**src/rtl/result_serializer.sv**
```systemverilog
// Serializes one adder result (32-bit sum plus carry) into a byte stream.
// Valid/ready on both sides; back-to-back frames without a bubble.
module result_serializer #(
    parameter bit carry_byte_p = 1'b1,
    parameter bit msb_first_p  = 1'b0
) (
    input  logic        clk_i,
    input  logic        reset_ni,
    input  logic        valid_i,
    input  logic [31:0] sum_i,
    input  logic        carry_i,
    output logic        ready_o,
    input  logic        ready_i,
    output logic [7:0]  data_o,
    output logic        valid_o
);

    localparam int unsigned SUM_W     = 32;
    localparam int unsigned BYTE_W    = 8;
    localparam int unsigned IDX_W     = 3;
    localparam int unsigned NUM_BYTES = 4 + int'(carry_byte_p);
    localparam logic [IDX_W-1:0] LAST_IDX  = IDX_W'(NUM_BYTES - 1);
    localparam logic [IDX_W-1:0] CARRY_IDX = IDX_W'(4);

    typedef enum logic [0:0] {
        IDLE = 1'b0,
        SEND = 1'b1
    } state_t;

    state_t             state_q, state_d;
    logic [IDX_W-1:0]   idx_q, idx_d;
    logic [SUM_W-1:0]   sum_q, sum_d;
    logic               carry_q, carry_d;
    logic [BYTE_W-1:0]  data_q, data_d;
    logic               valid_q, valid_d;
    logic               last_c;

    // Pure mux: byte idx of the frame; index 4 is the carry byte.
    function automatic logic [BYTE_W-1:0] byte_sel(
        input logic [SUM_W-1:0] sum,
        input logic             carry,
        input logic [IDX_W-1:0] idx
    );
        logic [1:0]        pos;
        logic [BYTE_W-1:0] b;
        pos = msb_first_p ? ~idx[1:0] : idx[1:0];
        case (pos)
            2'd0:    b = sum[7:0];
            2'd1:    b = sum[15:8];
            2'd2:    b = sum[23:16];
            default: b = sum[31:24];
        endcase
        if (idx == CARRY_IDX) begin
            b = {7'b0, carry};
        end
        return b;
    endfunction

    assign last_c = (idx_q == LAST_IDX);

    // ready_o is combinational from ready_i so the next frame follows the last byte directly.
    assign ready_o = reset_ni & ((state_q == IDLE) | ((state_q == SEND) & last_c & ready_i));

    always_ff @(posedge clk_i) begin
        if (!reset_ni) begin
            state_q <= IDLE;
            idx_q   <= '0;
            sum_q   <= '0;
            carry_q <= 1'b0;
            data_q  <= '0;
            valid_q <= 1'b0;
        end else begin
            state_q <= state_d;
            idx_q   <= idx_d;
            sum_q   <= sum_d;
            carry_q <= carry_d;
            data_q  <= data_d;
            valid_q <= valid_d;
        end
    end

    always_comb begin
        state_d = state_q;
        idx_d   = idx_q;
        sum_d   = sum_q;
        carry_d = carry_q;
        data_d  = data_q;
        valid_d = valid_q;

        case (state_q)
            IDLE: begin
                valid_d = 1'b0;
                if (valid_i) begin
                    sum_d   = sum_i;
                    carry_d = carry_i;
                    data_d  = byte_sel(sum_i, carry_i, '0);
                    idx_d   = '0;
                    valid_d = 1'b1;
                    state_d = SEND;
                end
            end
            SEND: begin
                if (ready_i) begin
                    if (!last_c) begin
                        idx_d  = idx_q + IDX_W'(1);
                        data_d = byte_sel(sum_q, carry_q, idx_q + IDX_W'(1));
                    end else if (valid_i) begin
                        sum_d   = sum_i;
                        carry_d = carry_i;
                        data_d  = byte_sel(sum_i, carry_i, '0);
                        idx_d   = '0;
                    end else begin
                        valid_d = 1'b0;
                        state_d = IDLE;
                    end
                end
            end
            default: begin
                state_d = IDLE;
                valid_d = 1'b0;
            end
        endcase
    end

    assign data_o  = data_q;
    assign valid_o = valid_q;

endmodule
```
**config.mk**
```make
export PLATFORM = sky130hd
export DESIGN_NAME = result_serializer
export DESIGN_NICKNAME = d
export VERILOG_FILES = /design/src/rtl/result_serializer.sv
export SDC_FILE = /design/constraint.sdc
export NUM_CORES = 1
export LEC_CHECK = 0
export ABC_AREA = 1
export CORE_ASPECT_RATIO = 0.6
export CORE_MARGIN = 4
export CORE_UTILIZATION = 44
export CTS_BUF_LIST = sky130_fd_sc_hd__clkbuf_8
export DETAILED_ROUTE_END_ITERATION = 7
export GPL_TIMING_DRIVEN = 1
export PLACE_DENSITY = 0.81
export SYNTH_ARGS = -nofsm -noshare
export SYNTH_HDL_FRONTEND = slang
export SYNTH_SLANG_ARGS = --single-unit
export TNS_END_PERCENT = 20
```
**constraint.sdc**
```tcl
create_clock -name clk_i -period 3.9 [get_ports clk_i]
set_input_delay 1.17 -clock clk_i [delete_from_list [all_inputs] [get_ports clk_i]]
set_output_delay 1.17 -clock clk_i [all_outputs]
set_load 0.005 [all_outputs]
```
After elaboration in Yosys (flattened, before gate mapping):

Index checks and enable logic that the tools add are counted.

* input port bits: 37
* logic and storage cells: 48
* register bits: 46
* output and inout bits: 10

* reductions and logical operators: 3
* equal/unequal tests: 7
* muxes and demuxes: 26
* add/sub/neg operators: 1
* bitwise operators: 5

Operator list (number)
* $mux 32: 3
* $pmux 32 s2: 1
* $mux 8: 4
* $pmux 8 s3: 1
* $pmux 8 s2: 1
* $mux 1: 9
* $mux 3: 3
* $eq 3x3->1 const B: 2
* $pmux 1 s2: 3
* $pmux 3 s2: 1
* $ne 2x2->1 const B: 2
* $add 3x1->3 const B: 1
* $and 1x1->1: 3
* $reduce_and 3->1: 1
* $eq 2x1->1 const B: 1
* $eq 2x2->1 const B: 1
* $logic_not 2->1: 1
* $ne 2x1->1 const B: 1
* $reduce_and 2->1: 1
* $not 1->1: 1
* $or 1x1->1: 1

Logic depth before layout (Yosys ltp):

Gate-level depths: netlist of the first run.

* word-level depth: 7
* mapped depth: 11
* mapped depth without buffers: 10

Worst setup path after synthesis of the first run:

Ideal clock, no wire load.

* path kind: input to output
* from: in ready_i
* to: out ready_o
* path slack: 1.037 ns
* required time: 2.730 ns
* buffers on the path: 1
* arrival: 1.693 ns
* stages on the path: 5
* cells stage by stage: inv_1 -> nand2_1 -> buf_2 -> nand2_1 -> nor2_1

* longest elaborated chain between the ends: 3

Ends and longest elaborated chain
* start, declared: RTL line 13 `input logic ready_i,`
* $and 1x1->1: RTL line 62 `assign ready_o = reset_ni & ((state_q == IDLE) | ((state_q == SEND) & last_c & ready_i));`
* $or 1x1->1: RTL line 62
* $and 1x1->1: RTL line 62
* end, declared: RTL line 12 `output logic ready_o,`

Every way passes these cells.

Worst setup path in the final report of the first run:

Ends and elaborated chain as after synthesis.

==> results of run 1 <==
==> metal layers <==
metal / track usage / up-vias
met4: 0.0784 / 0
met3: 0.0537 / 12
li1: - / 1090
met1: 0.223 / 933
met5: 0 / -
met2: 0.261 / 57
==> cell families after synthesis <==
logic type / Yosys count / synth area share
compound gates: 65 / 0.151
xor+xnor: 1 / 0.00404
buf+inv: 47 / 0.102
simple gates: 155 / 0.289
fa+ha+maj: 5 / 0.0289
flops: 46 / 0.425
==> flip-flops by register name, indices dropped and copies added (netlist names) <==
signal and cells:
sum_q 32, data_o 8, idx_q 3, carry_q 1, state_q 1, valid_o 1
==> where the power goes <==
| group | internal, uW | switching (uW) | leakage [uW] | total (uW) |
|---|---|---|---|---|
| combinational | 85.4 | 96.3 | 0.000751 | 182 |
| sequential | 501 | 18.9 | 0.000377 | 520 |
| clock | 140 | 157 | 0.0000524 | 297 |
==> layout make-up <==
class	count	area, um^2	area share
inverters	31	116	0.0427
well taps	63	78.8	0.0290
clock buffers	6	82.6	0.0303
repair buffers	50	490	0.180
clock inverters	2	8.76	0.00322
multi-input cells	226	1020	0.376
flip-flops and latches	46	921	0.338
==> final timing paths <==
kind	to	slack (ns)
setup / recovery	ready_o	0.16
hold / removal	carry_q$_SDFFE_PN0P_	0.47
setup reg to reg	sum_q[9]$_SDFFE_PN0P_	1.88
hold reg to reg	carry_q$_SDFFE_PN0P_	0.47
==> tightest hold or removal path, cell delays in order (launching register included) <==
cell and delay (ns):
dfxtp_1 0.30, inv_1 0.06, a21oi_1 0.06
==> layout by cell type (no fill, tap or decap) <==
master and n:
inv_1 30, clkbuf_8 6, nand3_2 1, nand4_1 1, clkdlybuf4s50_1 46, ha_1 5, xor2_1 1, a21oi_1 56
buf_4 4, nand2_4 1, and2_1 1, nand3_1 17, o211ai_1 1, o21ai_0 8, dfxtp_1 46, nand2_1 119
clkinv_2 1, inv_2 2, nand2_2 1, nor2_1 13, nor3_1 1
==> stage by stage <==
stage | cell area, um^2 | cells
global route | 2720 | 424
CTS | 2720 | 424
finish | 2720 | 424
detailed placement | 2630 | 416
floorplan | 2170 | 319
global placement | 2630 | 416
==> out/results.txt, run 1 <==
Post-synth EDFFs: 0
Routed wl met2: 2350 um
F_max: 267 MHz
RR Startpoint: idx_q[0]$_SDFFE_PN0N_
Fin nets: 402
DRC violations left: 0
Crit path max fanout: 3
Hold_buf cts: 0
Final setup fails: 0
Unique masters post-synth: 22
# diodes: 0
DPL Wire Length: 3830 um
Share of post-route cells with drive strength above 1: 0.0443
Largest net degree at the start of global routing: 38
Post-DRT Antenna Nets: 0
Wire per inst: 12.4 um
Power Density: 367 mW/mm^2
Max Cap Viol: 0
Final WL: 5270 um
Vias in the first global route: 1993
HP Class: reg -> reg
Rel. slew slack: 0.694
Clock latency on the worst-skew pair: 0.30 ns
Design Power: 999 uW
Number of synthesized register bits: 46
CTS sink cnt: 46
Synth top area cells: dfxtp_1 (42%), nand2_1 (21%), a21oi_1 (13%)
Crit path largest cell delay: 0.53 ns
Worst-Margin Slew: 0.458 ns
CP Cell Sequence: clkdlybuf4s50_1 > inv_1 > nand2_1 > nand2_1 > nor2_1 > clkdlybuf4s50_1
CTS root buf: clkbuf_8
Worst-path clk slew: 0.08 ns
Chip height: 62.4 um
Overflow after GRT: 0
Met1 Wirelength: 2480 um
Clk buf depth: 2
First-pass GRT wire length: 8670 um
CP bufs+invs: 3
Sum Neg Setup Slack: 0 ns
Uppermost layer routed: met4
Via Count: 2092
Final period utilization: 0.960
Worst Setup SP: ready_i
Row count: 19
Yosys warns: 0
Metal3 WL: 351 um
Leakage: 0.00118 uW
Count leader, synth: nand2_1
Synth-to-Final Area Change: 25.6%
Syn Std Cell Area: 0.00217 mm^2
Worst-case reg-to-reg path depth: 8
WP data required: 2.73 ns
Final Critical Period: 3.74 ns
Register area share after synthesis: 0.425
Largest area contributor in the netlist: dfxtp_1
Post-synth top cells: nand2_1 (119), a21oi_1 (56), dfxtp_1 (46)
Final Max Tran Viols: 0
Die area: 0.00615 mm^2
Filler cells: 456
Worst setup EP type: primary output
Util after Layout: 0.584
Critical Path Start Type: input port
Synth Flop Type: dfxtp_1
Synthesized area per cell: 6.79 um^2
TritonCTS buffer count: 5
GRT Total Usage: 0.172
Hold Path Depth: 2
Post-place setup slack: 0.171 ns
Hold wc startpoint: carry_q$_SDFFE_PN0P_
H-tree levels: 2
Mapped Cells: 319
Antenna violations before repair: 0
Outcome: complete, no violations
IO Count: 47
Number of I/O port buffers: 46
Mapped Nets: 361
Avg Vias per Cell: 4.93
RSZ-0062 raised after global routing: false
CTS tree: done
Post-cts resize count: 0
Post-synth top area share: 0.425
Critical Path AT: 2.57 ns
Synth async-reset ratio: 0
GP Congestion: 0.828
Final Skew: 0.00473 ns
Final worst slack: 0.156 ns
Crit path depth: 6
Iteration-0 DRC Markers: 122
Final hold vios: 0
Worst IR drop on VDD: 0.165 mV
Initial Util: 0.465
Crit path kind: in -> out
Core ar.: 0.00466 mm^2
Post-CTS setup buffer count: 0
Hold slack: 0.467 ns
Slowest-stage cell, CP: clkdlybuf4s50_1
Router iterations before antenna repair: 4
Critical path's top delay family: buffers and inverters
Chip Width: 98.6 um
Note: power is estimated with default switching activity, not from simulation.
==> run 2, diff against run 1 <==
--- a/config.mk
+++ b/config.mk
@@ -13,6 +13,7 @@
 export DETAILED_ROUTE_END_ITERATION = 7
 export GPL_TIMING_DRIVEN = 1
 export PLACE_DENSITY = 0.81
+export SETUP_SLACK_MARGIN = 0.2
 export SYNTH_ARGS = -nofsm -noshare
 export SYNTH_HDL_FRONTEND = slang
 export SYNTH_SLANG_ARGS = --single-unit
==> out/results.txt, run 2 (synthesized netlist as in run 1, its figures left out) <==
Outcome: complete, no violations (unchanged)
# diodes: 0 (unchanged)
DPL Wire Length: 3830 um (unchanged)
Comb pwr share: 0.182 (about the same)
Final setup fails: 0 (unchanged)
Slowest-stage cell, CP: clkdlybuf4s50_1 (unchanged)
Crit path max fanout: 3 (unchanged)
Worst setup EP type: primary output (unchanged)
Critical Path AT: 2.18 ns (was 2.57 ns)
CTS tree: done (unchanged)
CP bufs+invs: 3 (unchanged)
Synth-to-Final Area Change: 25.9% (was 25.6%)
Sum Neg Setup Slack: 0 ns (unchanged)
Die area: 0.00615 mm^2 (unchanged)
Fin nets: 402 (unchanged)
Chip height: 62.4 um (unchanged)
Final Skew: 0.00518 ns (was 0.00473 ns)
H-tree levels: 2 (unchanged)
Worst Setup SP: ready_i (unchanged)
Max Cap Viol: 0 (unchanged)
Post-DRT Antenna Nets: 0 (unchanged)
Filler cells: 454 (was 456)
IO Count: 47 (unchanged)
Iteration-0 DRC Markers: 101 (was 122)
Core ar.: 0.00466 mm^2 (unchanged)
Vias in the first global route: 1991 (was 1993)
Fin cells: 424 (unchanged)
Critical Path Start Type: input port (unchanged)
Final hold vios: 0 (unchanged)
Number of I/O port buffers: 46 (unchanged)
Worst IR drop on VDD: 0.165 mV (about the same)
Area of the multi-input gates: 0.00103 mm^2 (was 0.00102 mm^2)
First-pass GRT wire length: 8670 um (unchanged)
Final worst slack: 0.547 ns (was 0.156 ns)
Post-place setup slack: 0.171 ns (unchanged)
Clock latency on the worst-skew pair: 0.30 ns (about the same)
Storage element area: 921 um^2 (unchanged)
Commonest cells after routing, fill and taps aside: nand2_1 (119), a21oi_1 (56), dfxtp_1 (46), clkdlybuf4s50_1 (45), inv_1 (30) (was nand2_1 (119), a21oi_1 (56), dfxtp_1 (46), clkdlybuf4s50_1 (46), inv_1 (30))
Final Critical Period: 3.35 ns (was 3.74 ns)
Cell-internal power: 727 uW (about the same)
CTS root buf: clkbuf_8 (unchanged)
Wire per inst: 12.4 um (about the same)
Rel. slew slack: 0.693 (was 0.694)
Initial Util: 0.465 (unchanged)
Avg Vias per Cell: 4.91 (was 4.93)
Chip Width: 98.6 um (unchanged)
Finished Cell Area: 0.00273 mm^2 (was 0.00272 mm^2)
TritonCTS buffer count: 5 (unchanged)
Worst-path clk slew: 0.08 ns (about the same)
GRT Total Usage: 0.172 (about the same)
F_max: 298 MHz (was 267 MHz)
Share of post-route cells with drive strength above 1: 0.0471 (was 0.0443)
Power Density: 366 mW/mm^2 (was 367 mW/mm^2)
Util after Layout: 0.585 (was 0.584)
Most common cell after layout, fill and taps aside: nand2_1 (unchanged)
Clk pwr share: 0.297 (was 0.298)
Top reg by flops: sum_q (unchanged)
CP Cell Sequence: clkdlybuf4s50_1 > inv_1 > nand2_1 > nand2_1 > nor2_2 > dlymetal6s2s_1 (was clkdlybuf4s50_1 > inv_1 > nand2_1 > nand2_1 > nor2_1 > clkdlybuf4s50_1)
Post-CTS setup buffer count: 0 (unchanged)
Final period utilization: 0.860 (was 0.960)
Antenna violations before repair: 0 (unchanged)
Overflow after GRT: 0 (unchanged)
Placed Cells: 416 (unchanged)
Worst-Margin Slew: 0.460 ns (was 0.458 ns)
Final Max Tran Viols: 0 (unchanged)
Critical path's top delay family: buffers and inverters (unchanged)
Row count: 19 (unchanged)
Cell repeated most along the worst path: nand2_1
Hold wc startpoint: sum_q[7]$_SDFFE_PN0P_ (was carry_q$_SDFFE_PN0P_)
Largest register FFs: 32 (unchanged)
Final WL: 5260 um (was 5270 um)
Post-DP Area: 0.00263 mm^2 (unchanged)
CTS sink cnt: 46 (unchanged)
Leakage: 0.00119 uW (was 0.00118 uW)
GP Congestion: 0.828 (unchanged)
P_sw: 271 uW (was 272 uW)
Via Count: 2080 (was 2092)
Hold_buf cts: 0 (unchanged)
Crit path largest cell delay: 0.50 ns (was 0.53 ns)
HP Class: reg -> reg (unchanged)
DRC violations left: 0 (unchanged)
Largest net degree at the start of global routing: 38 (unchanged)
RSZ-0062 raised after global routing: false (unchanged)
Clk buf depth: 2 (unchanged)
Sw Share: 0.272 (about the same)
RR Startpoint: idx_q[0]$_SDFFE_PN0N_ (unchanged)
WP data required: 2.73 ns (about the same)
Sequential share of power: 0.521 (was 0.520)
Crit path kind: in -> out (unchanged)
Router iterations before antenna repair: 4 (unchanged)
[run 2: final cells by class]
class,count,share of cell area
clock inverter,2,0.00321
clock buffer,6,0.0303
timing repair buffer,50,0.181
inverter,31,0.0427
sequential,46,0.338
multi-input combinational,226,0.377
tap,63,0.0289
[run 2: repair_timing]
action	4_1_cts	5_1_grt
resized for setup	1	1
endpoints found under the setup margin	1	1
pin swaps	0	1
endpoints found under the hold margin	0	0
[run 2: path summary, 6_finish.rpt]
kind / to / slack (ns) / cells past startpoint
worst max-delay path: ready_o / 0.55 / 6
worst max register to register: sum_q[9]$_SDFFE_PN0P_ / 1.88 / 8
worst min-delay path: sum_q[7]$_SDFFE_PN0P_ / 0.47 / 2
worst min register to register: sum_q[7]$_SDFFE_PN0P_ / 0.47 / 2
[run 2: layer usage]
layer / global-route usage / up-vias / wire length (um)
met2: 0.260 / 51 / 2340
met5: 0 / - / 0
met1: 0.223 / 931 / 2450
met3: 0.0537 / 10 / 373
met4: 0.0784 / 0 / 91
li1: - / 1088 / -
[run 2: power groups by stage]
stage | Combinational, uW | Sequential, uW | Clock (uW)
floorplan | 111 | 527 | 0
global placement | 177 | 529 | 0
detailed placement | 181 | 531 | 0
CTS | 182 | 520 | 302
global route | 205 | 524 | 326
finish | 182 | 520 | 296
[run 2: tightest hold or removal path, stage by stage, from the launching register on]
cell and delay [ns]:
dfxtp_1 0.32, nand2_1 0.06, a21oi_1 0.05
[run 2: per-stage QoR]
| step | hold slack [ns] | power [uW] |
|---|---|---|
| global placement | 0.447 | 707 |
| detailed placement | 0.455 | 712 |
| finish | 0.467 | 998 |
| CTS | 0.466 | 1000 |
| floorplan | 0.424 | 638 |
| global route | 0.478 | 1060 |
==> run 3, diff against run 2 <==
--- a/config.mk
+++ b/config.mk
@@ -11,6 +11,7 @@
 export CORE_UTILIZATION = 44
 export CTS_BUF_LIST = sky130_fd_sc_hd__clkbuf_8
 export DETAILED_ROUTE_END_ITERATION = 7
+export GPL_ROUTABILITY_DRIVEN = 0
 export GPL_TIMING_DRIVEN = 1
 export PLACE_DENSITY = 0.81
 export SETUP_SLACK_MARGIN = 0.2
==> constraint.sdc (replaced) <==
create_clock -name clk_i -period 3.1 [get_ports clk_i]
set_input_delay 0.93 -clock clk_i [delete_from_list [all_inputs] [get_ports clk_i]]
set_output_delay 0.93 -clock clk_i [all_outputs]
set_load 0.005 [all_outputs]
==> out/results.txt, run 3 (synthesized netlist as in run 1, its figures left out) <==
Storage element area: 921 um^2 (unchanged)
Critical Path AT: 1.83 ns (was 2.18 ns)
Largest register FFs: 32 (unchanged)
Chip height: 62.4 um (unchanged)
Filler cells: 448 (was 454)
Clock latency on the worst-skew pair: 0.30 ns (about the same)
Largest net degree at the start of global routing: 38 (unchanged)
Commonest cells after routing, fill and taps aside: nand2_1 (119), a21oi_1 (56), dfxtp_1 (46), clkdlybuf4s50_1 (45), inv_1 (30) (unchanged)
Row count: 19 (unchanged)
Share of post-route cells with drive strength above 1: 0.0579 (was 0.0471)
Antenna violations before repair: 0 (unchanged)
Initial Util: 0.465 (unchanged)
Chip Width: 98.6 um (unchanged)
Via Count: 2179 (was 2080)
DRC violations left: 0 (unchanged)
Crit path largest cell delay: 0.48 ns (was 0.50 ns)
Worst-Margin Slew: 0.459 ns (was 0.460 ns)
Worst-path clk slew: 0.08 ns (about the same)
Wire per inst: 12.2 um (was 12.4 um)
F_max: 362 MHz
IO Count: 47 (unchanged)
Area of the multi-input gates: 0.00103 mm^2 (about the same)
Leakage: 0.00119 uW (about the same)
Crit path max fanout: 2 (was 3)
Final setup fails: 0 (unchanged)
Fin nets: 404 (was 402)
CTS tree: done (unchanged)
Finished Cell Area: 0.00274 mm^2 (was 0.00273 mm^2)
First-pass GRT wire length: 8660 um (was 8670 um)
Core ar.: 0.00466 mm^2 (unchanged)
DPL Wire Length: 3800 um (was 3830 um)
Worst IR drop on VDD: 0.221 mV (was 0.165 mV)
Post-DP Area: 0.00265 mm^2 (was 0.00263 mm^2)
Final hold vios: 0 (unchanged)
Max Cap Viol: 0 (unchanged)
Overflow after GRT: 0 (unchanged)
Worst setup EP type: primary output (unchanged)
Critical Path Start Type: input port (unchanged)
Final Max Tran Viols: 0 (unchanged)
RSZ-0062 raised after global routing: false (unchanged)
HP Class: reg -> reg (unchanged)
Most common cell after layout, fill and taps aside: nand2_1 (unchanged)
Outcome: complete, no violations (unchanged)
Power Density: 461 mW/mm^2 (was 366 mW/mm^2)
Design Power: 1260 uW (was 998 uW)
Final period utilization: 0.890
Synth-to-Final Area Change: 26.3% (was 25.9%)
Vias in the first global route: 1975 (was 1991)
Rel. slew slack: 0.694 (was 0.693)
Clk buf depth: 2 (unchanged)
CTS sink cnt: 46 (unchanged)
Router iterations before antenna repair: 4 (unchanged)
Crit path kind: in -> out (unchanged)
Cell repeated most along the worst path: nand2_1 (unchanged)
CTS root buf: clkbuf_8 (unchanged)
H-tree levels: 2 (unchanged)
Slowest-stage cell, CP: clkdlybuf4s50_1 (unchanged)
CP Cell Sequence: clkdlybuf4s50_1 > inv_1 > nand2_1 > nand2_1 > nor2_2 > clkbuf_2 (was clkdlybuf4s50_1 > inv_1 > nand2_1 > nand2_1 > nor2_2 > dlymetal6s2s_1)
Post-DRT Antenna Nets: 0 (unchanged)
Final Skew: 0.00595 ns (was 0.00518 ns)
Top reg by flops: sum_q (unchanged)
GRT Total Usage: 0.171 (was 0.172)
Final Critical Period: 2.76 ns
Final WL: 5210 um (was 5260 um)
Die area: 0.00615 mm^2 (unchanged)
Number of I/O port buffers: 46 (unchanged)
TritonCTS buffer count: 5 (unchanged)
WP data required: 2.17 ns (was 2.73 ns)
Iteration-0 DRC Markers: 96 (was 101)
Avg Vias per Cell: 5.12 (was 4.91)
# diodes: 0 (unchanged)
## run 3: timing repair
item	in CTS	in global routing
pin swaps	1	1
resized for setup	2	3
hold buffers	0	0
endpoints found under the setup margin	1	1
buffers inserted	0	0
cloned	0	0
## run 3: cell type report
| class | instances | area share |
|---|---|---|
| Sequential cell | 46 | 0.336 |
| Clock buffer | 6 | 0.0302 |
| Inverter | 31 | 0.0425 |
| Multi-Input combinational cell | 226 | 0.376 |
| Clock inverter | 2 | 0.00320 |
| Timing Repair Buffer | 52 | 0.183 |
| Tap cell | 63 | 0.0288 |
## run 3: routing by layer
metal | vias up | global-route usage | wire length (um)
li1 | 1091 | - | -
met1 | 1011 | 0.223 | 2430
met2 | 70 | 0.269 | 2370
met3 | 7 | 0.0459 | 341
met4 | 0 | 0.0664 | 74
met5 | - | 0 | 0
## run 3: final timing paths
kind	start	end	slack [ns]	cells after the start
hold / removal	sum_q[30]$_SDFFE_PN0P_	sum_q[30]$_SDFFE_PN0P_	0.46	2
setup / recovery	ready_i	ready_o	0.34	6
hold reg to reg	sum_q[30]$_SDFFE_PN0P_	sum_q[30]$_SDFFE_PN0P_	0.46	2
setup reg to reg	idx_q[0]$_SDFFE_PN0N_	data_o[3]$_SDFFE_PN0N_	1.24	10
## run 3: power breakdown
part	switching, uW	leakage, uW	internal [uW]
Clock	200	0.0000524	177
Sequential	23.7	0.000377	630
Combinational	121	0.000760	110
## run 3: worst max-delay path: cells and delay by family
kind | cells | cell delay [ns]
simple gates | 3 | 0.25
buf+inv | 3 | 0.65
## run 3: per-stage QoR
stage	hold slack [ns]	setup slack, ns	TNS, ns	util	std cells
after CTS	0.459	0.203	0	0.588	426
after detailed placement	0.446	-0.0734	-0.0734	0.568	418
after global routing	0.484	0.277	0	0.588	426
after floorplan	0.424	0.717	0	-	319
final	0.459	0.340	0	0.588	426
after global placement	0.446	-0.0581	-0.0581	0.568	418
